<file path="src/rtl/inst_fetch_unit_if.sv">
// Fetch-unit signal bundle: PC-calculator side, like-SRAM instruction bus and decode side.
// master = fetch unit view, slave = environment (PC calc / bus / decode) view.
interface inst_fetch_unit_if;
    logic [31:0] pc_in;
    logic        pc_valid;
    logic        flush;
    logic        inst_req;
    logic [31:0] inst_addr;
    logic        inst_addr_ok;
    logic        inst_data_ok;
    logic [31:0] inst_rdata;
    logic        fs_addr_ok;
    logic        fs_data_ok;
    logic        fs_valid;
    logic [31:0] fs_inst;
    logic [31:0] fs_pc;
    logic        ds_allow_in;

    modport master (
        input  pc_in, pc_valid, flush, inst_addr_ok, inst_data_ok, inst_rdata, ds_allow_in,
        output inst_req, inst_addr, fs_addr_ok, fs_data_ok, fs_valid, fs_inst, fs_pc
    );

    modport slave (
        output pc_in, pc_valid, flush, inst_addr_ok, inst_data_ok, inst_rdata, ds_allow_in,
        input  inst_req, inst_addr, fs_addr_ok, fs_data_ok, fs_valid, fs_inst, fs_pc
    );
endinterface

</file>
<file path="src/rtl/inst_fetch_unit.sv">
// Instruction fetch unit: issues like-SRAM fetch requests from next-PC values, tags
// returned words with their PC and buffers {pc,inst} for decode. Flush kills in-flight
// fetches via a discard counter plus a kill flag on an unaccepted request.
// Optional feature macro FETCH_BYPASS_EN: a returned word may reach decode in the same
// cycle when the output FIFO is empty.
module inst_fetch_unit #(
    parameter int unsigned DEPTH     = 4,
    parameter int unsigned MAX_OUTST = 2
) (
    input  logic           clk,
    input  logic           resetn,
    inst_fetch_unit_if.master fif
);
    localparam int unsigned FPW = $clog2(DEPTH);
    localparam int unsigned FCW = $clog2(DEPTH + 1);
    localparam int unsigned TPW = (MAX_OUTST > 1) ? $clog2(MAX_OUTST) : 1;
    localparam int unsigned OCW = $clog2(MAX_OUTST + 1);

    typedef enum logic {ST_IDLE, ST_REQ} state_t;

    state_t          r_state, w_state_nxt;
    logic [31:0]     r_inst_addr;
    logic            r_kill;
    logic [31:0]     r_tag [MAX_OUTST];
    logic [TPW-1:0]  r_tag_rd, r_tag_wr, w_tag_rd_inc, w_tag_wr_inc;
    logic [OCW-1:0]  r_outst_cnt, r_discard_cnt, w_outst_nxt, w_discard_nxt;
    logic [31:0]     r_fifo_pc   [DEPTH];
    logic [31:0]     r_fifo_inst [DEPTH];
    logic [FPW-1:0]  r_rd_ptr, r_wr_ptr;
    logic [FCW-1:0]  r_fifo_cnt, w_fifo_nxt;
    logic            w_acc, w_ret, w_drop, w_keep, w_push, w_pop, w_latch;
    logic            w_credit_idle, w_credit_req, w_fifo_empty;
    logic [31:0]     w_tag;

    assign w_acc        = (r_state == ST_REQ) & fif.inst_addr_ok;
    // data_ok with nothing outstanding is a bus protocol error and is ignored
    assign w_ret        = fif.inst_data_ok & (r_outst_cnt != '0);
    assign w_drop       = w_ret & (r_discard_cnt != '0);
    assign w_keep       = w_ret & ~w_drop;
    assign w_tag        = r_tag[r_tag_rd];
    assign w_fifo_empty = (r_fifo_cnt == '0);
    assign w_tag_rd_inc = (r_tag_rd == TPW'(MAX_OUTST - 1)) ? '0 : r_tag_rd + 1'b1;
    assign w_tag_wr_inc = (r_tag_wr == TPW'(MAX_OUTST - 1)) ? '0 : r_tag_wr + 1'b1;

    assign w_outst_nxt  = r_outst_cnt + OCW'(w_acc) - OCW'(w_ret);
    assign w_fifo_nxt   = fif.flush ? '0 : r_fifo_cnt + FCW'(w_push) - FCW'(w_pop);

    // IDLE uses the current occupancy; back-to-back issue uses occupancy after this
    // cycle's accept/return/pop so a steady stream needs no bubble
    assign w_credit_idle = (32'(r_fifo_cnt) + 32'(r_outst_cnt) < DEPTH) && (32'(r_outst_cnt) < MAX_OUTST);
    assign w_credit_req  = (32'(w_fifo_nxt) + 32'(w_outst_nxt) < DEPTH) && (32'(w_outst_nxt) < MAX_OUTST);

    assign fif.inst_req   = (r_state == ST_REQ);
    assign fif.inst_addr  = r_inst_addr;
    assign fif.fs_addr_ok = fif.inst_req & fif.inst_addr_ok;
    assign fif.fs_data_ok = fif.inst_data_ok;
    assign w_pop          = ~w_fifo_empty & fif.ds_allow_in;

`ifdef FETCH_BYPASS_EN
    logic w_bypass;
    assign w_bypass     = w_fifo_empty & w_keep & ~fif.flush;
    assign w_push       = w_keep & ~fif.flush & ~(w_bypass & fif.ds_allow_in);
    assign fif.fs_valid = ~w_fifo_empty | w_bypass;
    assign fif.fs_inst  = w_bypass ? fif.inst_rdata : r_fifo_inst[r_rd_ptr];
    assign fif.fs_pc    = w_bypass ? w_tag : r_fifo_pc[r_rd_ptr];
`else
    assign w_push       = w_keep & ~fif.flush;
    assign fif.fs_valid = ~w_fifo_empty;
    assign fif.fs_inst  = r_fifo_inst[r_rd_ptr];
    assign fif.fs_pc    = r_fifo_pc[r_rd_ptr];
`endif

    // discard count after flush covers every request still owed data after this edge;
    // an unaccepted killed request joins the count when it is finally accepted
    always_comb begin
        if (fif.flush) w_discard_nxt = w_outst_nxt;
        else           w_discard_nxt = r_discard_cnt - OCW'(w_drop) + OCW'(w_acc & r_kill);
    end

    // next-state logic: latch a new fetch when credit allows and no flush this cycle
    always_comb begin
        w_state_nxt = r_state;
        w_latch     = 1'b0;
        case (r_state)
            ST_IDLE: begin
                if (!fif.flush && fif.pc_valid && w_credit_idle) begin
                    w_latch     = 1'b1;
                    w_state_nxt = ST_REQ;
                end
            end
            ST_REQ: begin
                if (fif.inst_addr_ok) begin
                    if (!fif.flush && fif.pc_valid && w_credit_req) w_latch = 1'b1;
                    else                                            w_state_nxt = ST_IDLE;
                end
            end
            default: w_state_nxt = ST_IDLE;
        endcase
    end

    // request register: state, held address and kill flag of the pending request
    always_ff @(posedge clk or negedge resetn) begin
        if (!resetn) begin
            r_state     <= ST_IDLE;
            r_inst_addr <= '0;
            r_kill      <= 1'b0;
        end else begin
            r_state <= w_state_nxt;
            if (w_latch) begin
                r_inst_addr <= {fif.pc_in[31:2], 2'b00};
                r_kill      <= 1'b0;
            end else if (fif.flush && (r_state == ST_REQ) && !fif.inst_addr_ok) begin
                r_kill      <= 1'b1;
            end else if (w_acc) begin
                r_kill      <= 1'b0;
            end
        end
    end

    // tag queue and outstanding/discard counters
    always_ff @(posedge clk or negedge resetn) begin
        if (!resetn) begin
            for (int unsigned i = 0; i < MAX_OUTST; i++) r_tag[i] <= '0;
            r_tag_rd      <= '0;
            r_tag_wr      <= '0;
            r_outst_cnt   <= '0;
            r_discard_cnt <= '0;
        end else begin
            if (w_acc) begin
                r_tag[r_tag_wr] <= r_inst_addr;
                r_tag_wr        <= w_tag_wr_inc;
            end
            if (w_ret) r_tag_rd <= w_tag_rd_inc;
            r_outst_cnt   <= w_outst_nxt;
            r_discard_cnt <= w_discard_nxt;
        end
    end

    // output FIFO of {pc,inst}; flush empties it, including any push that cycle
    always_ff @(posedge clk or negedge resetn) begin
        if (!resetn) begin
            for (int unsigned i = 0; i < DEPTH; i++) begin
                r_fifo_pc[i]   <= '0;
                r_fifo_inst[i] <= '0;
            end
            r_rd_ptr   <= '0;
            r_wr_ptr   <= '0;
            r_fifo_cnt <= '0;
        end else begin
            if (fif.flush) begin
                r_rd_ptr <= '0;
                r_wr_ptr <= '0;
            end else begin
                if (w_push) begin
                    r_fifo_pc[r_wr_ptr]   <= w_tag;
                    r_fifo_inst[r_wr_ptr] <= fif.inst_rdata;
                    r_wr_ptr              <= r_wr_ptr + 1'b1;
                end
                if (w_pop) r_rd_ptr <= r_rd_ptr + 1'b1;
            end
            r_fifo_cnt <= w_fifo_nxt;
        end
    end
endmodule

</file>
<file path="src/flat_wrapper.sv">
// flat-port wrapper written by rule: the top's interface ports become plain ports
module inst_fetch_unit_flat 
#(
    parameter int unsigned DEPTH     = 4,
    parameter int unsigned MAX_OUTST = 2
)
  (clk, resetn, fif_pc_in, fif_pc_valid, fif_flush, fif_inst_addr_ok, fif_inst_data_ok, fif_inst_rdata, fif_ds_allow_in, fif_inst_req, fif_inst_addr, fif_fs_addr_ok, fif_fs_data_ok, fif_fs_valid, fif_fs_inst, fif_fs_pc);
  inst_fetch_unit_if fif_i ();
  input  logic clk;
  input  logic resetn;
  input wire logic [$bits(fif_i.pc_in)-1:0] fif_pc_in;
  input wire logic [$bits(fif_i.pc_valid)-1:0] fif_pc_valid;
  input wire logic [$bits(fif_i.flush)-1:0] fif_flush;
  input wire logic [$bits(fif_i.inst_addr_ok)-1:0] fif_inst_addr_ok;
  input wire logic [$bits(fif_i.inst_data_ok)-1:0] fif_inst_data_ok;
  input wire logic [$bits(fif_i.inst_rdata)-1:0] fif_inst_rdata;
  input wire logic [$bits(fif_i.ds_allow_in)-1:0] fif_ds_allow_in;
  output wire logic [$bits(fif_i.inst_req)-1:0] fif_inst_req;
  output wire logic [$bits(fif_i.inst_addr)-1:0] fif_inst_addr;
  output wire logic [$bits(fif_i.fs_addr_ok)-1:0] fif_fs_addr_ok;
  output wire logic [$bits(fif_i.fs_data_ok)-1:0] fif_fs_data_ok;
  output wire logic [$bits(fif_i.fs_valid)-1:0] fif_fs_valid;
  output wire logic [$bits(fif_i.fs_inst)-1:0] fif_fs_inst;
  output wire logic [$bits(fif_i.fs_pc)-1:0] fif_fs_pc;
  assign fif_i.pc_in = fif_pc_in;
  assign fif_i.pc_valid = fif_pc_valid;
  assign fif_i.flush = fif_flush;
  assign fif_i.inst_addr_ok = fif_inst_addr_ok;
  assign fif_i.inst_data_ok = fif_inst_data_ok;
  assign fif_i.inst_rdata = fif_inst_rdata;
  assign fif_i.ds_allow_in = fif_ds_allow_in;
  assign fif_inst_req = fif_i.inst_req;
  assign fif_inst_addr = fif_i.inst_addr;
  assign fif_fs_addr_ok = fif_i.fs_addr_ok;
  assign fif_fs_data_ok = fif_i.fs_data_ok;
  assign fif_fs_valid = fif_i.fs_valid;
  assign fif_fs_inst = fif_i.fs_inst;
  assign fif_fs_pc = fif_i.fs_pc;
  inst_fetch_unit #(.DEPTH(DEPTH), .MAX_OUTST(MAX_OUTST)) u_core (.clk(clk), .resetn(resetn), .fif(fif_i));
endmodule
</file>
<file path="config.mk">
export PLATFORM = sky130hd
export DESIGN_NAME = inst_fetch_unit_flat
export DESIGN_NICKNAME = d
export VERILOG_FILES = /design/src/rtl/inst_fetch_unit_if.sv /design/src/rtl/inst_fetch_unit.sv /design/src/flat_wrapper.sv
export SDC_FILE = /design/constraint.sdc
export NUM_CORES = 1
export LEC_CHECK = 0
export CAP_MARGIN = 0
export CORE_MARGIN = 1
export CORE_UTILIZATION = 25
export CTS_CLUSTER_SIZE = 16
export DETAILED_ROUTE_END_ITERATION = 6
export PLACE_DENSITY = 0.52
export SLEW_MARGIN = 30
export SYNTH_ARGS = -nofsm -noshare
export SYNTH_HDL_FRONTEND = slang
export SYNTH_SLANG_ARGS = --single-unit
</file>
<file path="constraint.sdc">
create_clock -name clk -period 3.7 [get_ports clk]
set_input_delay 0.74 -clock clk [delete_from_list [all_inputs] [get_ports clk]]
set_output_delay 0.74 -clock clk [all_outputs]
set_load 0.01 [all_outputs]
</file>
# [Yosys cells after proc, flatten, opt, wreduce, memory -nomap -nowiden]
# Index checks and enable logic that the tools add are counted.
[classes] order_cmp=10 reduce_logical=18 n_mux=33 bitwise_logic=15 n_addsub=12
[ops] op="$mux W32" count=9
[ops] op="$bwmux W128" count=2
[ops] op="$bmux W32 S2" count=2
[ops] op="$bwmux W64" count=1
[ops] op="$demux W32 S2" count=1
[ops] op="$lt A32 B3 Y1 const B" count=2
[ops] op="$demux W32 S1" count=1
[ops] op="$mux W2" count=5
[ops] op="$logic_and A1 B1 Y1" count=9
[ops] op="$mux W1" count=9
[ops] op="$add A3 B2 Y4" count=2
[ops] op="$reduce_bool A2 Y1" count=4
[ops] op="$and A1 B1 Y1" count=7
[ops] op="$ge A3 B3 Y1 const B" count=2
[ops] op="$not A2 Y3" count=2
[ops] op="$add A2 B1 Y2 const B" count=2
[ops] op="$ge A2 B2 Y1 const B" count=2
[ops] op="$lt A2 B2 Y1 const B" count=2
[ops] op="$not A1 Y1" count=4
[ops] op="$not A1 Y2" count=2
[ops] op="$pmux W1 S2" count=2
[ops] op="$sub A2 B1 Y2" count=2
[ops] op="$add A3 B1 Y3" count=1
[ops] op="$logic_not A3 Y1" count=1
[ops] op="other kinds (10)" count=12
[totals] input_bits=71 register_bits=365 out_inout_bits=100 elab_cells=108

# [Longest topological paths before layout]
# Gate-level depths: netlist (run 1).
[logic_depth] ltp_word=17 ltp_mapped=13 depth_no_buf=12

# [Least setup slack after synthesis (run 1)]
# OpenSTA, ideal clock, no wires.
[synth_path] path_kind="in2reg" from="input fif_inst_data_ok" to="register u_core.r_inst_addr[10], in the netlist u_core.fif.inst_addr[10]" required_ps=3575 setup_time_ps=125 cell_stages=12 n_path_buf=1 path_slack_ps=285 t_arrival_ps=3290 path_cell_list="o21ai_1 -> nor4_4 -> ha_1 -> inv_1 -> fa_1 -> nor2_1 -> ha_1 -> nand3_1 -> nand4b_1 -> o31ai_2 -> buf_6 -> mux2_2"
[synth_between] elab_chain_len=15 word_cells_on_any_way=17 classes_between="add/sub (4); order compare (2); mux (4); bitwise (5); reduce/logical (2)"
[synth_lines] element="start: declaration" line="flat_wrapper.sv:15" source="input wire logic [$bits(fif_i.inst_data_ok)-1:0] fif_inst_data_ok;"
[synth_lines] element="$and A1 B1 Y1 (*)" line="inst_fetch_unit.sv:37" source="assign w_ret = fif.inst_data_ok & (r_outst_cnt != '0);"
[synth_lines] element="$and A1 B1 Y1" line="inst_fetch_unit.sv:38" source="assign w_drop = w_ret & (r_discard_cnt != '0);"
[synth_lines] element="$not A1 Y1" line="inst_fetch_unit.sv:39" source="assign w_keep = w_ret & ~w_drop;"
[synth_lines] element="$and A1 B1 Y1 (*)" line="inst_fetch_unit.sv:39"
[synth_lines] element="$and A1 B1 Y1 (*)" line="inst_fetch_unit.sv:67" source="assign w_push = w_keep & ~fif.flush;"
[synth_lines] element="$add A3 B1 Y3 (*)" line="inst_fetch_unit.sv:46" source="assign w_fifo_nxt = fif.flush ? '0 : r_fifo_cnt + FCW'(w_push) - FCW'(w_pop);"
[synth_lines] element="$sub A3 B1 Y3 (*)" line="inst_fetch_unit.sv:46"
[synth_lines] element="$mux W3 (*)" line="inst_fetch_unit.sv:46"
[synth_lines] element="via u_core.w_fifo_nxt[1]" line="inst_fetch_unit.sv:30" source="logic [FCW-1:0] r_fifo_cnt, w_fifo_nxt;"
[synth_lines] element="$add A3 B2 Y4 (*)" line="inst_fetch_unit.sv:51" source="assign w_credit_req = (32'(w_fifo_nxt) + 32'(w_outst_nxt) < DEPTH) && (32'(w_outst_nxt) < MAX_OUTST);"
[synth_lines] element="$lt A32 B3 Y1 (*)" line="inst_fetch_unit.sv:51"
[synth_lines] element="$logic_and A1 B1 Y1 (*)" line="inst_fetch_unit.sv:51"
[synth_lines] element="$logic_and A1 B1 Y1 (*)" line="inst_fetch_unit.sv:93" source="if (!fif.flush && fif.pc_valid && w_credit_req) w_latch = 1'b1;"
[synth_lines] element="$mux W1 (*)" line="inst_fetch_unit.sv:93"
[synth_lines] element="$mux W1 (*)" line="inst_fetch_unit.sv:92" source="if (fif.inst_addr_ok) begin"
[synth_lines] element="$pmux W1 S2 (*)" line="inst_fetch_unit.sv:84" source="case (r_state)"
[synth_lines] element="end signal: assignment" line="inst_fetch_unit.sv:110" source="r_inst_addr <= {fif.pc_in[31:2], 2'b00};"
[synth_lines] element="end: declaration" line="inst_fetch_unit.sv:22" source="logic [31:0] r_inst_addr;"
# The timed path passes the listed nets; every way through them passes the cells marked *.
# A chain may end at the register's enable or synchronous reset.

# [Final worst setup path (run 1)]
[layout_path] from="register u_core.r_fifo_cnt[1]" to="register u_core.r_inst_addr[24], in the netlist u_core.fif.inst_addr[24]"
[layout_between] elab_chain_len=12 word_cells_on_any_way=18 classes_between="add/sub (4); order compare (2); mux (5); bitwise (2); reduce/logical (5)"
[layout_lines] element="start: declaration" line="inst_fetch_unit.sv:30"
[layout_lines] element="start signal: assignment" line="inst_fetch_unit.sv:161" source="r_fifo_cnt <= w_fifo_nxt;"
[layout_lines] element="parallel branches: the longest is 3 deep, another holds $add A3 B1 Y3"
[layout_lines] element="$sub A3 B1 Y3 (*)" line="inst_fetch_unit.sv:46"
[layout_lines] element="$mux W3 (*)" line="inst_fetch_unit.sv:46"
[layout_lines] element="via u_core.w_fifo_nxt[1]" line="inst_fetch_unit.sv:30"
[layout_lines] element="$add A3 B2 Y4 (*)" line="inst_fetch_unit.sv:51"
[layout_lines] element="$lt A32 B3 Y1 (*)" line="inst_fetch_unit.sv:51"
[layout_lines] element="$logic_and A1 B1 Y1 (*)" line="inst_fetch_unit.sv:51"
[layout_lines] element="$logic_and A1 B1 Y1 (*)" line="inst_fetch_unit.sv:93"
[layout_lines] element="$mux W1 (*)" line="inst_fetch_unit.sv:93"
[layout_lines] element="$mux W1 (*)" line="inst_fetch_unit.sv:92"
[layout_lines] element="$pmux W1 S2 (*)" line="inst_fetch_unit.sv:84"
# Mark *: on every way through the listed nets, which the timed path passes.

==> reports/metrics.cfg, run 1 <==
[synthesis]
yosys_warnings=0
synth_cell_types=36
synth-main-ff-cell=dfrtp_1
ys_seq_area_frac=0.5746
ys_ff_latch=353
synth-edff-count=0
synth_async_sr_flop_share=1.000
synth_adder_area_share=0.01107
synth.area.top_cells=dfrtp_1, mux2_2, mux4_2
synth_area_per_cell_um2=16.80
synth_top_area_frac=0.5746
synth-compound-area-share=0.003174
syn_area_um2=15370
synth_cells=915
yosys-top-cells-count=mux2_2, dfrtp_1, mux4_2, buf_6, clkbuf_1
synth.most_common_cell=mux2_2
synth_top_family_by_area=multiplexers
yosysTopAreaCell=dfrtp_1
synthXorXnorAreaFrac=0.006023
synthMuxAreaShare=0.3618
synth_simple_gate_area_frac=0.01188

[detailed_routing]
drc_errors=0
viasPerCell=4.380
vias=8362
ant_nets=0
drt_pass1_iterations=4
drt-initial-drc-count=240
wl_per_cell_um=18.41
finalWirelength_um=35140

[place]
hpwl_um=21730
gp_congestion=0.7167
port_buffers=164
dpl.cell_count=1840

[pwr]
switching_power_w=0.004431
pwr-share-clk=0.261
p_per_area_nw_per_um2=777.3
power.internal_w=0.01056
p_sw_frac=0.2955
power_leakage_nw=8.729
pwr-share-comb=0.348
ir_drop_uv=368.4
pwr-share-seq=0.391

[global_route]
grt_max_degree=93
grt_pass1_wl_um=55460
grt_usage=0.1150
grt_pass1_vias=9376
antenna_found_initial=0
grt_overflow_total=0

[floorplanning]
fp.dieH_um=250.0
die-area_um2=62490
io_pins=171
core_area_um2=60580
fp.dieW_um=250.0
start_util=0.2538
rows=90

[critical_path]
slowest_stage=dfrtp_1
path_cells=o31a_1 > ha_1 > inv_1 > ha_1 > inv_1 > fa_1 > nor2_1 > ha_1 > nand3_1 > nand4b_1 > o31ai_4 > buf_12 > mux2_2
reg2reg_slack_ns=0.26
worstPathArrival_ns=3.89
critPathMaxStageDelay_ns=0.45
required_ns=4.15
start_kind=flip-flop
cp.buffers_inverters=3
crit_family=adder cells
cp-end-kind=flip-flop
worstPathMaxFanout=30
path_class=reg -> reg
cp_common_cell=ha_1

[cts]
hold_buffers=0
cts_sinks=353
h-tree-depth=2
clk_pin_slew_worst_paths_ns=0.06
clock_latency_ns=0.56
cts_tree=done
cts_root_buf=clkbuf_16
cts_setup_buffers=0
clock_path_buffers=3
post_cts_resized=0
cts_buffers=41

[sta]
tightest_slew_ns=0.7903
fin_skew_ns=0.02275
fin_crit_ns=3.439
post-route-period-util=0.9294
hold_violations=0
holdWs_ns=0.2337
fmax_ghz=0.2908
relSlewSlack=0.4732
setup_viol=0
rsz0062_at_grt=no
drv_slew=0

[cells_and_area]
layout-drive-gt1-share=0.4747
area_growth_pct=25.47
fin_cells=1909
diodes=0
nFillCells=5962
fin_nets=1185

[outcome]
status=finished clean

[worst_hold_path]
hold_path.class=in -> async

[run]
drv_cap=0

## power by group through the flow
stage	clock network, W	logic (W)	registers, W
3_5_place_dp	0	0.00533	0.00595
3_3_place_gp	0	0.00526	0.00589
2_1_floorplan	0	0.00315	0.00568
5_1_grt	0.00422	0.00565	0.00606
4_1_cts	0.00408	0.00536	0.00589
6_report	0.00391	0.00522	0.00586
## per-layer routing
layer,vias to the layer above,track usage,share of wire
li1,3727,-,-
met1,4422,0.1495,0.45
met2,156,0.1910,0.48
met3,57,0.02420,0.038
met4,0,0.03611,0.025
met5,-,0,0
## worst reg2reg max path, stage by stage (launching register included)
cell and delay, ns:
dfrtp_1 0.45, o31a_1 0.33, ha_1 0.28, inv_1 0.04, ha_1 0.16, inv_1 0.06, fa_1 0.41, nor2_1 0.15
ha_1 0.25, nand3_1 0.08, nand4b_1 0.19, o31ai_4 0.26, buf_12 0.23, mux2_2 0.43
## logic make-up (layout without fill, tap and decap cells)
kind of cell	Yosys count	after routing
AO/OA/AOI/OAI	7	7
XOR/XNOR	9	9
adder cells (fa/ha/maj)	13	13
buffers and inverters	67	276
flip-flops	353	353
multiplexers	432	432
other	1	4
AND/OR/NAND/NOR	33	33
## path summary, 6_finish.rpt
path / start / end / cells past startpoint
worst max-delay path: u_core.r_fifo_cnt[1] / u_core.fif.inst_addr[24] / 13
worst min-delay path: resetn / u_core.r_fifo_inst[48] / 1
worst max register to register: u_core.r_fifo_cnt[1] / u_core.fif.inst_addr[24] / 13
worst min register to register: u_core.r_fifo_pc[38] / u_core.r_fifo_pc[38] / 1
max in group asynchronous: resetn / u_core.r_fifo_pc[30] / 2
min in group clk: u_core.r_fifo_pc[38] / u_core.r_fifo_pc[38] / 1
## registers in the layout, indices dropped and copies added (netlist names), 2 cells and up
| register | cells |
|---|---|
| u_core.r_fifo_inst | 128 |
| u_core.r_fifo_pc | 120 |
| u_core.r_discard_cnt | 2 |
| u_core.r_rd_ptr | 2 |
| u_core.r_outst_cnt | 2 |
| u_core.r_fifo_cnt | 3 |
| u_core.r_tag | 60 |
| u_core.fif.inst_addr | 30 |
| u_core.r_wr_ptr | 2 |
## layout make-up
class	count	area, um^2	share of cell area
flip-flops and latches	353	8842	0.4584
multi-input cells	498	6105	0.3165
repair buffers	196	2024	0.1050
clock buffers	59	1194	0.06188
well taps	782	978.4	0.05073
clock inverters	10	103.9	0.005384
inverters	11	41.29	0.002141
## stage by stage
step / area [um^2] / setup TNS (ns) / total power, W / setup WS [ns] / util
2_1_floorplan: 15380 / 0 / 0.008834 / 0.2851 / -
5_1_grt: 19290 / 0 / 0.01593 / 0.07054 / 0.3184
6_report: 19290 / 0 / 0.01499 / 0.2611 / 0.3184
3_3_place_gp: 17990 / -6.776 / 0.01114 / -0.2381 / 0.2970
3_5_place_dp: 17990 / -7.965 / 0.01128 / -0.2822 / 0.2970
4_1_cts: 19290 / 0 / 0.01533 / 0.2218 / 0.3184
## placed cells by master, fill, tap and decap left out, types with 5 or more instances in the layout
cell type and n:
buf_12 11, buf_4 21, dfrtp_1 350, clkbuf_16 41, nand2_1 5, clkbuf_8 10
xnor2_1 6, mux4_2 62, ha_1 12, clkdlybuf4s50_1 163, clkinv_2 5, inv_1 11
nor2_1 10, clkbuf_1 8, mux2_2 368
(Power assumes the default switching activity.)
==> inputs of run 2 (changes only) <==
- ABC_AREA: unset -> 1
==> reports/metrics.cfg, run 2 <==
[critical_path]
cp-end-kind=output pin
worstPathMaxFanout=100  ; +230%
start_kind=flip-flop
worstPathArrival_ns=2.79  ; -1.10 ns
path_class=reg -> out
required_ns=2.96  ; -1.19 ns

[sta]
drv_slew=0  ; unchanged
relSlewSlack=0.4761  ; +0.002900
finalSetupTns_ns=0  ; unchanged
post-route-period-util=0.9529  ; +0.02347
holdWs_ns=0.1926  ; -0.04109 ns
tightest_slew_ns=0.7859  ; -0.004349 ns
setup_viol=0  ; unchanged
rsz0062_at_grt=no
hold_violations=0  ; unchanged
fin_crit_ns=3.526  ; +0.08684 ns
fin_skew_ns=0.01765  ; -0.005099 ns
fmax_ghz=0.2836  ; -2.5%

[cells_and_area]
layout-drive-gt1-share=0.07481  ; -0.3999
fin_nets=2021  ; +71%
area_growth_pct=24.70
reg.largest.list=u_core.r_fifo_inst (128), u_core.r_fifo_pc (120), u_core.r_tag (60)
final_common_cell=nand2_1
design_area_um2=19450  ; +0.84%
utilization=0.3152  ; -0.003207
seqCellArea_um2=8838  ; about the same
diodes=0  ; unchanged
largest_reg_flops=128  ; unchanged
nFillCells=6539  ; +9.7%
multi_input_area_um2=5796  ; -5.1%
top_register=u_core.r_fifo_inst
layout_common_cells=nand2_1, dfrtp_1, o21ai_0

[global_route]
grt_pass1_vias=12740  ; +36%
grt_overflow_total=0  ; unchanged
antenna_found_initial=0  ; unchanged
grt_usage=0.1421  ; +0.02707
grt_max_degree=101  ; +8.6%
grt_pass1_wl_um=71340  ; +29%

[detailed_routing]
vias=12590  ; +51%
drt_pass1_iterations=5  ; +1
finalWirelength_um=44510  ; +27%
ant_nets=0  ; unchanged
wl_per_cell_um=15.89  ; -14%
drc_errors=0  ; unchanged
viasPerCell=4.494  ; +2.6%
drt-initial-drc-count=869  ; +260%

[pwr]
switching_power_w=0.004727  ; +6.7%
pwr-share-comb=0.326  ; -0.022
pwr-share-seq=0.373  ; -0.018
p_per_area_nw_per_um2=713.9  ; -8.2%
pwr-share-clk=0.301  ; +0.040
ir_drop_uv=324.8  ; -12%
power_leakage_nw=9.490  ; +8.7%
power.internal_w=0.009158  ; -13%
p_sw_frac=0.3404  ; +0.04490

[synthesis]
synth.most_common_cell=nand2_1
synth_top_area_frac=0.5663  ; -0.008251
synth_cells=1818  ; +99%
yosys-top-cells-count=nand2_1, dfrtp_1, o21ai_0, nor2_1, inv_1
synth_area_per_cell_um2=8.579  ; -49%
synth-main-ff-cell=dfrtp_1
ys_ff_latch=353  ; unchanged
synth_cell_types=31  ; -14%
syn_area_um2=15600  ; +1.5%
yosysTopAreaCell=dfrtp_1
synth-edff-count=0  ; unchanged
synth_async_sr_flop_share=1.000  ; unchanged
ys_seq_area_frac=0.5663  ; -0.008251
yosys_warnings=0  ; unchanged
synth.area.top_cells=dfrtp_1, nand2_1, o21ai_0

[outcome]
status=finished clean

[cts]
post_cts_resized=0  ; unchanged
cts_tree=done
cts_buffers=42  ; +2.4%
clock_path_buffers=3  ; unchanged
cts_setup_buffers=0  ; unchanged
clk_pin_slew_worst_paths_ns=0.06  ; about the same
clock_latency_ns=0.58  ; +0.02 ns
cts_sinks=353  ; unchanged
cts_root_buf=clkbuf_16
h-tree-depth=2  ; unchanged
hold_buffers=0  ; unchanged

[floorplanning]
fp.dieH_um=251.8  ; +0.72%
rows=91  ; +1.1%
die-area_um2=63390  ; +1.4%
fp.dieW_um=251.8  ; +0.72%
start_util=0.2527  ; -0.001012
core_area_um2=61710  ; +1.9%
io_pins=171  ; unchanged

[place]
gp_congestion=0.7196  ; +0.40%
place_area_um2=18060  ; +0.37%
port_buffers=164  ; unchanged
hpwl_um=25990  ; +20%

[run]
drv_cap=0  ; unchanged

[worst_hold_path]
hold_path.class=in -> async

## run 2: power groups by stage
stage / Sequential, W / Combinational (W) / Clock (W)
2_1_floorplan: 0.00512 / 0.00249 / 0
3_3_place_gp: 0.00520 / 0.00454 / 0
3_5_place_dp: 0.00523 / 0.00459 / 0
4_1_cts: 0.00517 / 0.00462 / 0.00434
5_1_grt: 0.00528 / 0.00506 / 0.00449
6_report: 0.00517 / 0.00453 / 0.00418
## run 2: kinds of logic (layout without fill, tap and decap cells)
family          count (synthesis)  in the layout  synth area share
other cells                     1              4         0.0002404
mux                            30             30           0.02166
flops                         353            353            0.5663
buf+inv                       216            360           0.06377
fa+ha+maj                      13             13           0.01091
compound gates                381            381            0.1279
simple gates                  822            822            0.2080
xor+xnor                        2              2          0.001123
## run 2: worst max-delay path, stage by stage, from the launching register on
cell and delay (ns):
dfrtp_4 0.65, buf_12 0.42, o21ai_0 0.18, o22ai_1 0.20, clkdlybuf4s50_1 0.74
## run 2: path summary, 6_finish.rpt
check                                     start                 endpoint  slack, ns  depth (start not counted)
max reg2reg                u_core.r_fifo_cnt[1]  u_core.fif.inst_addr[4]       0.63                         18
min in group clk           u_core.r_fifo_pc[34]     u_core.r_fifo_pc[34]       0.47                          2
max in group asynchronous                resetn          u_core.r_tag[8]       2.48                          2
min reg2reg                u_core.r_fifo_pc[34]     u_core.r_fifo_pc[34]       0.47                          2
min                                      resetn   u_core.r_fifo_inst[11]       0.19                          1
max                          u_core.r_rd_ptr[0]            fif_fs_pc[28]       0.17                          4
## run 2: routing by layer
metal / GRT usage / up-vias / share of wire / routed length (um)
met3: 0.02672 / 47 / 0.050 / 2244
met5: 0 / - / 0 / 0
met2: 0.2333 / 315 / 0.46 / 20500
met1: 0.1926 / 6130 / 0.47 / 21030
met4: 0.03429 / 0 / 0.017 / 736
li1: - / 6101 / - / -
## run 2: layout make-up
cell class,instances,area share
clock buffer,56,0.06086
clock inverter,16,0.01074
inverter,91,0.01769
multi-input combinational,1252,0.2980
sequential,353,0.4544
tap,837,0.05384
timing repair buffer,197,0.1045
## run 2: through the flow
stage | total power, W | cells | worst slack [ns]
CTS | 0.01413 | 2802 | 0.04985
finish | 0.01389 | 2802 | 0.1743
detailed placement | 0.009825 | 2730 | 0.04981
global placement | 0.009744 | 2730 | 0.08926
global route | 0.01482 | 2802 | 0.01150
floorplan | 0.007616 | 1821 | 0.7874
==> RTL edit 1, RTL diff (config.mk and constraints of run 2) <==
Add a define of `FETCH_BYPASS_EN`.
--- a/src/rtl/inst_fetch_unit.sv
+++ b/src/rtl/inst_fetch_unit.sv
@@ -3,6 +3,8 @@
 // fetches via a discard counter plus a kill flag on an unaccepted request.
 // Optional feature macro FETCH_BYPASS_EN: a returned word may reach decode in the same
 // cycle when the output FIFO is empty.
+`define FETCH_BYPASS_EN
+
 module inst_fetch_unit #(
     parameter int unsigned DEPTH     = 4,
     parameter int unsigned MAX_OUTST = 2
Check against the original RTL: not equivalent (a bounded check fails within 4 cycles, from zero or initial values and one cycle with resetn low).
==> RTL edit 1 against run 2 <==
Non-clock buffer count up 17; routed wire length grew 12%; power up 17%; first-iteration DRC count grew 16%; area after synthesis up 8.7%; combinational power is 42% higher; die area grew 8.6%; clock power fell by 1%; cell area up 7.8%; sequential cell count unchanged; setup slack worse by 0.090 ns; critical path type is now primary input to output pin; highest routed layer unchanged.
==> RTL edit 1: results (changes against run 2) <==
GRT
------------------------------------------------------------------------------
GRT Total Usage                                                         14.53%   +0.32 points
Wire length of the first global-routing pass                         80,640 µm   +13%
Met1 Usage GRT                                                          18.69%   -0.57 points
Met3 capacity usage during global routing                               2.811%   +0.14 points
Pin count of the biggest net entering global routing                       127   +26%

TIMING
------------------------------------------------------------------------------
Max transition margin                                                   40.48%   -7.1 points
Final Hold Slack                                                     0.2175 ns   +0.02487 ns
Layout Skew                                                         0.02874 ns   +0.01110 ns

PLACED DESIGN
------------------------------------------------------------------------------
Pre-CTS setup slack                                                -0.03890 ns   -0.08871 ns
Placement Cell Area                                                0.01952 mm²   +8.1%
Routability congestion estimate from global placement                   0.7215   +0.26%
HPWL Detailed                                                        29,900 µm   +15%
Inst Count DP                                                            3,129   +15%

PWR
------------------------------------------------------------------------------
Maximum resistive drop on vdd                                         306.8 µV   -5.6%
Net Sw Frac                                                             37.56%   +3.5 points

ROUTING
------------------------------------------------------------------------------
Detailed Route Iter0 Violations                                          1,009   +16%
Total routed wire length on the met1 layer                           22,520 µm   +7.1%
Sum of met3 wire segment lengths after detailed routing                2592 µm   +16%
WL met2                                                              23,350 µm   +14%
Total via count in the routed design                                    14,500   +15%

LOGIC SYNTHESIS
------------------------------------------------------------------------------
Sequential area share after synthesis                                   52.10%   -4.5 points
Fraction of the mapped netlist area in compound gates                   16.65%   +3.9 points
Fraction of the mapped netlist area in adder cells                      1.004%   -0.087 points
Gate count after technology mapping                                      2,190   +20%
Number of different library cells in the post-synthesis netlist             29   -6.5%
Top post-synthesis cells by area                                  sky130_fd_sc_hd__dfrtp_1 (52%), sky130_fd_sc_hd__nand2_1 (19%), sky130_fd_sc_hd__o21ai_0 (11%)
Share of synthesized area spent on multiplexers                             0%   -2.2 points
XOR/XNOR Fraction of Synth Area                                        0.1033%   -0.0090 points

CTS
------------------------------------------------------------------------------
CTS-repair resized insts                                                     1   +1
TritonCTS Buffers                                                           44   +4.8%

STATUS
------------------------------------------------------------------------------
Result of the run                                                 complete, no violations

CELLS AND AREA
------------------------------------------------------------------------------
Filler-free cell count of the finished design                            3,209   +15%
Fraction of layout cells with a size suffix above 1                     5.865%   -1.6 points
Final nets                                                               2,387   +18%

CRITICAL PATH
------------------------------------------------------------------------------
Worst setup path endpoint                                         fif_fs_inst[21]
Delay of the slowest critical-path stage                               0.54 ns   -0.20 ns

RTL edit 1: final cells by class:
type                    count  area [µm²]
fillers                  7041       46200
flip-flops and latches    353        8841
multi-input cells        1503        6636
repair buffers            214        2300
clock buffers              61        1225
well taps                 873        1092
inverters                 187       708.2
clock inverters            18       157.7
RTL edit 1: worst register-to-register path: cells and delay by family (launching register included):
kind	cells	cell delay (ns)
buf+inv	4	0.44
flops	1	0.41
simple gates	10	1.17
fa+ha+maj	4	1.18
RTL edit 1: power groups by stage:
| stage | Combinational, W | Sequential, W | Clock, W |
|---|---|---|---|
| 2_1_floorplan | 0.00356 | 0.00558 | 0 |
| 3_3_place_gp | 0.00640 | 0.00567 | 0 |
| 5_1_grt | 0.00725 | 0.00578 | 0.00443 |
| 3_5_place_dp | 0.00650 | 0.00570 | 0 |
| 6_report | 0.00641 | 0.00563 | 0.00414 |
| 4_1_cts | 0.00653 | 0.00564 | 0.00429 |
==> RTL edit 2, RTL diff (settings of run 2) <==
Without the edit above. Reset style: synchronous (`resetn`), changed in 3 clocked blocks.
--- a/src/rtl/inst_fetch_unit.sv
+++ b/src/rtl/inst_fetch_unit.sv
@@ -99,7 +99,7 @@
     end
 
     // request register: state, held address and kill flag of the pending request
-    always_ff @(posedge clk or negedge resetn) begin
+    always_ff @(posedge clk) begin
         if (!resetn) begin
             r_state     <= ST_IDLE;
             r_inst_addr <= '0;
@@ -118,7 +118,7 @@
     end
 
     // tag queue and outstanding/discard counters
-    always_ff @(posedge clk or negedge resetn) begin
+    always_ff @(posedge clk) begin
         if (!resetn) begin
             for (int unsigned i = 0; i < MAX_OUTST; i++) r_tag[i] <= '0;
             r_tag_rd      <= '0;
@@ -137,7 +137,7 @@
     end
 
     // output FIFO of {pc,inst}; flush empties it, including any push that cycle
-    always_ff @(posedge clk or negedge resetn) begin
+    always_ff @(posedge clk) begin
         if (!resetn) begin
             for (int unsigned i = 0; i < DEPTH; i++) begin
                 r_fifo_pc[i]   <= '0;
Behaviour: differs if resetn is asserted again (counterexample within 4 cycles, from zero or initial values and one cycle with resetn low); with resetn held inactive, the same outputs for 4 cycles.
==> RTL edit 2 against run 2 <==
Sequential cell count up 3; area after synthesis decreased by 0.78%; sequential share of layout area grew 7.0 points; critical endpoint is now fif_fs_pc[12]; routed wire length is 8.7% lower; synthesized cell count fell by 20%; cell area is 0.21% higher; setup slack better by 0.084 ns; core utilization increased by 0.54 points; global-route usage is 1.5 points lower; cell count fell by 13%; first-iteration DRC count down 29%.
Power is not compared: it rests on default switching activity, and its combinational part moved more than twofold at a synthesized area within 25%.
==> RTL edit 2: results (changes against run 2) <==
LOGIC SYNTHESIS
----------------------------------------------------------------------------------------
Top post-synthesis cells by area                                            sky130_fd_sc_hd__edfxtp_1 (60%), sky130_fd_sc_hd__nor2_1 (10%), sky130_fd_sc_hd__dfxtp_1 (6.2%)
Number of different library cells in the post-synthesis netlist                       33   +6.5%
Sequential area share after synthesis                                             65.97%   +9.3 points
Most frequent cells after synthesis                                         sky130_fd_sc_hd__nor2_1 (411), sky130_fd_sc_hd__edfxtp_1 (308), sky130_fd_sc_hd__o21ai_0 (131), sky130_fd_sc_hd__inv_1 (114), sky130_fd_sc_hd__nand2_1 (81)
Number of flops mapped to enable cells by yosys                                      308   +308
Synth async-reset ratio                                                               0%   -100 points
Number of warnings issued by yosys                                                     0   unchanged

WORST HOLD PATH
----------------------------------------------------------------------------------------
Path category of the worst min-delay check                                  flop to flop

GRT
----------------------------------------------------------------------------------------
GRT Total Usage                                                                   12.75%   -1.5 points
Wire length of the first global-routing pass                                   61,060 µm   -14%
Vias in the first global route                                                    10,510   -17%
Pin count of the biggest net entering global routing                                  63   -38%
Initial antenna violation count                                                        0   unchanged

ROUTING
----------------------------------------------------------------------------------------
Detailed Route Iter0 Violations                                                      618   -29%
Remaining antenna violation count                                                      0   unchanged
Ratio of routed vias to standard cells                                             4.384   -2.5%
Total Wirelength                                                               40,650 µm   -8.7%
Number of search-and-repair iterations in the first detailed-routing pass              5   unchanged

CTS
----------------------------------------------------------------------------------------
TritonCTS Buffers                                                                     43   +2.4%
Clock latency reported for the late side of the worst-skew pair                  0.56 ns   -0.02 ns
Root buffer cell                                                            sky130_fd_sc_hd__clkbuf_16
Post-CTS repair timing setup buffer count                                              0   unchanged

CELLS AND AREA
----------------------------------------------------------------------------------------
Filler instances                                                                   6,155   -5.9%
Final nets                                                                         1,692   -16%

TIMING
----------------------------------------------------------------------------------------
Max transition margin                                                             35.88%   -12 points
Layout Skew                                                                   0.02586 ns   +0.008217 ns

CRITICAL PATH
----------------------------------------------------------------------------------------
Startpoint of the worst-slack reg-to-reg timing path                        u_core.r_fifo_cnt[1]
Max Fanout on Critical Path                                                           40   -60%
Delay of the slowest critical-path stage                                         0.64 ns   -0.10 ns
Arrival time at the worst endpoint                                               2.70 ns   -0.09 ns

PLACED DESIGN
----------------------------------------------------------------------------------------
Routability congestion estimate from global placement                             0.7328   +1.8%
HPWL Detailed                                                                  24,620 µm   -5.3%
Pre-CTS setup slack                                                          -0.02344 ns   -0.07325 ns

STATUS
----------------------------------------------------------------------------------------
Result of the run                                                           complete, no violations

-- RTL edit 2: changes by cell type after synthesis, sizes merged, moves of 43 or more --
| cell | delta |
|---|---|
| buf | -43 |
| o21ai | -183 |
| dfxtp | +48 |
| nand2 | -531 |
| dfrtp | -353 |
| nor2 | +302 |
| inv | +47 |
| edfxtp | +308 |
-- RTL edit 2: cell type report --
type / instances / area, µm² / area share, %
flip-flops and latches: 356 / 10220 / 52.41
inverters: 138 / 525.5 / 2.696
well taps: 782 / 978.4 / 5.020
clock buffers: 55 / 1152 / 5.912
multi-input cells: 868 / 4384 / 22.49
clock inverters: 21 / 161.4 / 0.8281
repair buffers: 205 / 2073 / 10.64
-- RTL edit 2: final timing paths --
| check | endpoint | slack (ns) |
|---|---|---|
| worst max-delay path | fif_fs_pc[12] | 0.26 |
| worst min-delay path | flop | 0.45 |
| worst max register to register | u_core.fif.inst_addr[30] | 0.60 |
| worst min register to register | flop | 0.45 |
-- RTL edit 2: kinds of logic (layout without fill, tap and decap cells) --
group	count (synthesis)	after routing	synth area share [%]
simple gates	588	588	16.80
flops	356	356	65.97
compound gates	236	236	8.157
buf+inv	234	419	6.144
mux	30	30	2.070
fa+ha+maj	9	9	0.7762
other cells	1	4	0.02423
xor+xnor	1	1	0.05660
-- RTL edit 2: metrics by stage --
step / TNS (ns) / power [W] / utilization (%) / area (µm²) / cells
global route: 0 / 0.01043 / 32.05 / 19490 / 2425
finish: 0 / 0.01000 / 32.05 / 19490 / 2425
global placement: 0 / 0.006124 / 29.88 / 18170 / 2349
CTS: 0 / 0.01017 / 32.04 / 19480 / 2425
floorplan: 0 / 0.005516 / - / 15490 / 1458
detailed placement: -0.1375 / 0.006141 / 29.88 / 18170 / 2349
-- RTL edit 2: where the power goes --
part	total, W	switching (W)	internal [W]
logic	0.00129	0.000739	0.000552
clock network	0.00397	0.00164	0.00233
registers	0.00474	0.000133	0.00461
total	0.0100	0.00251	0.00749
-- RTL edit 2: routing by layer --
| metal | global-route usage [%] | vias to the layer above | share of wire (%) | routed length [µm] |
|---|---|---|---|---|
| li1 | - | 5226 | - | - |
| met1 | 16.74 | 5096 | 46 | 18610 |
| met2 | 21.21 | 253 | 47 | 19060 |
| met3 | 2.299 | 56 | 4.9 | 1978 |
| met4 | 4.067 | 0 | 2.5 | 999 |
| met5 | 0 | - | 0 | 0 |
-- RTL edit 2: timing repair --
item / in CTS / in global routing
hold buffers: 0 / 0
setup endpoints to repair: 0 / 4
resized for setup: 0 / 2
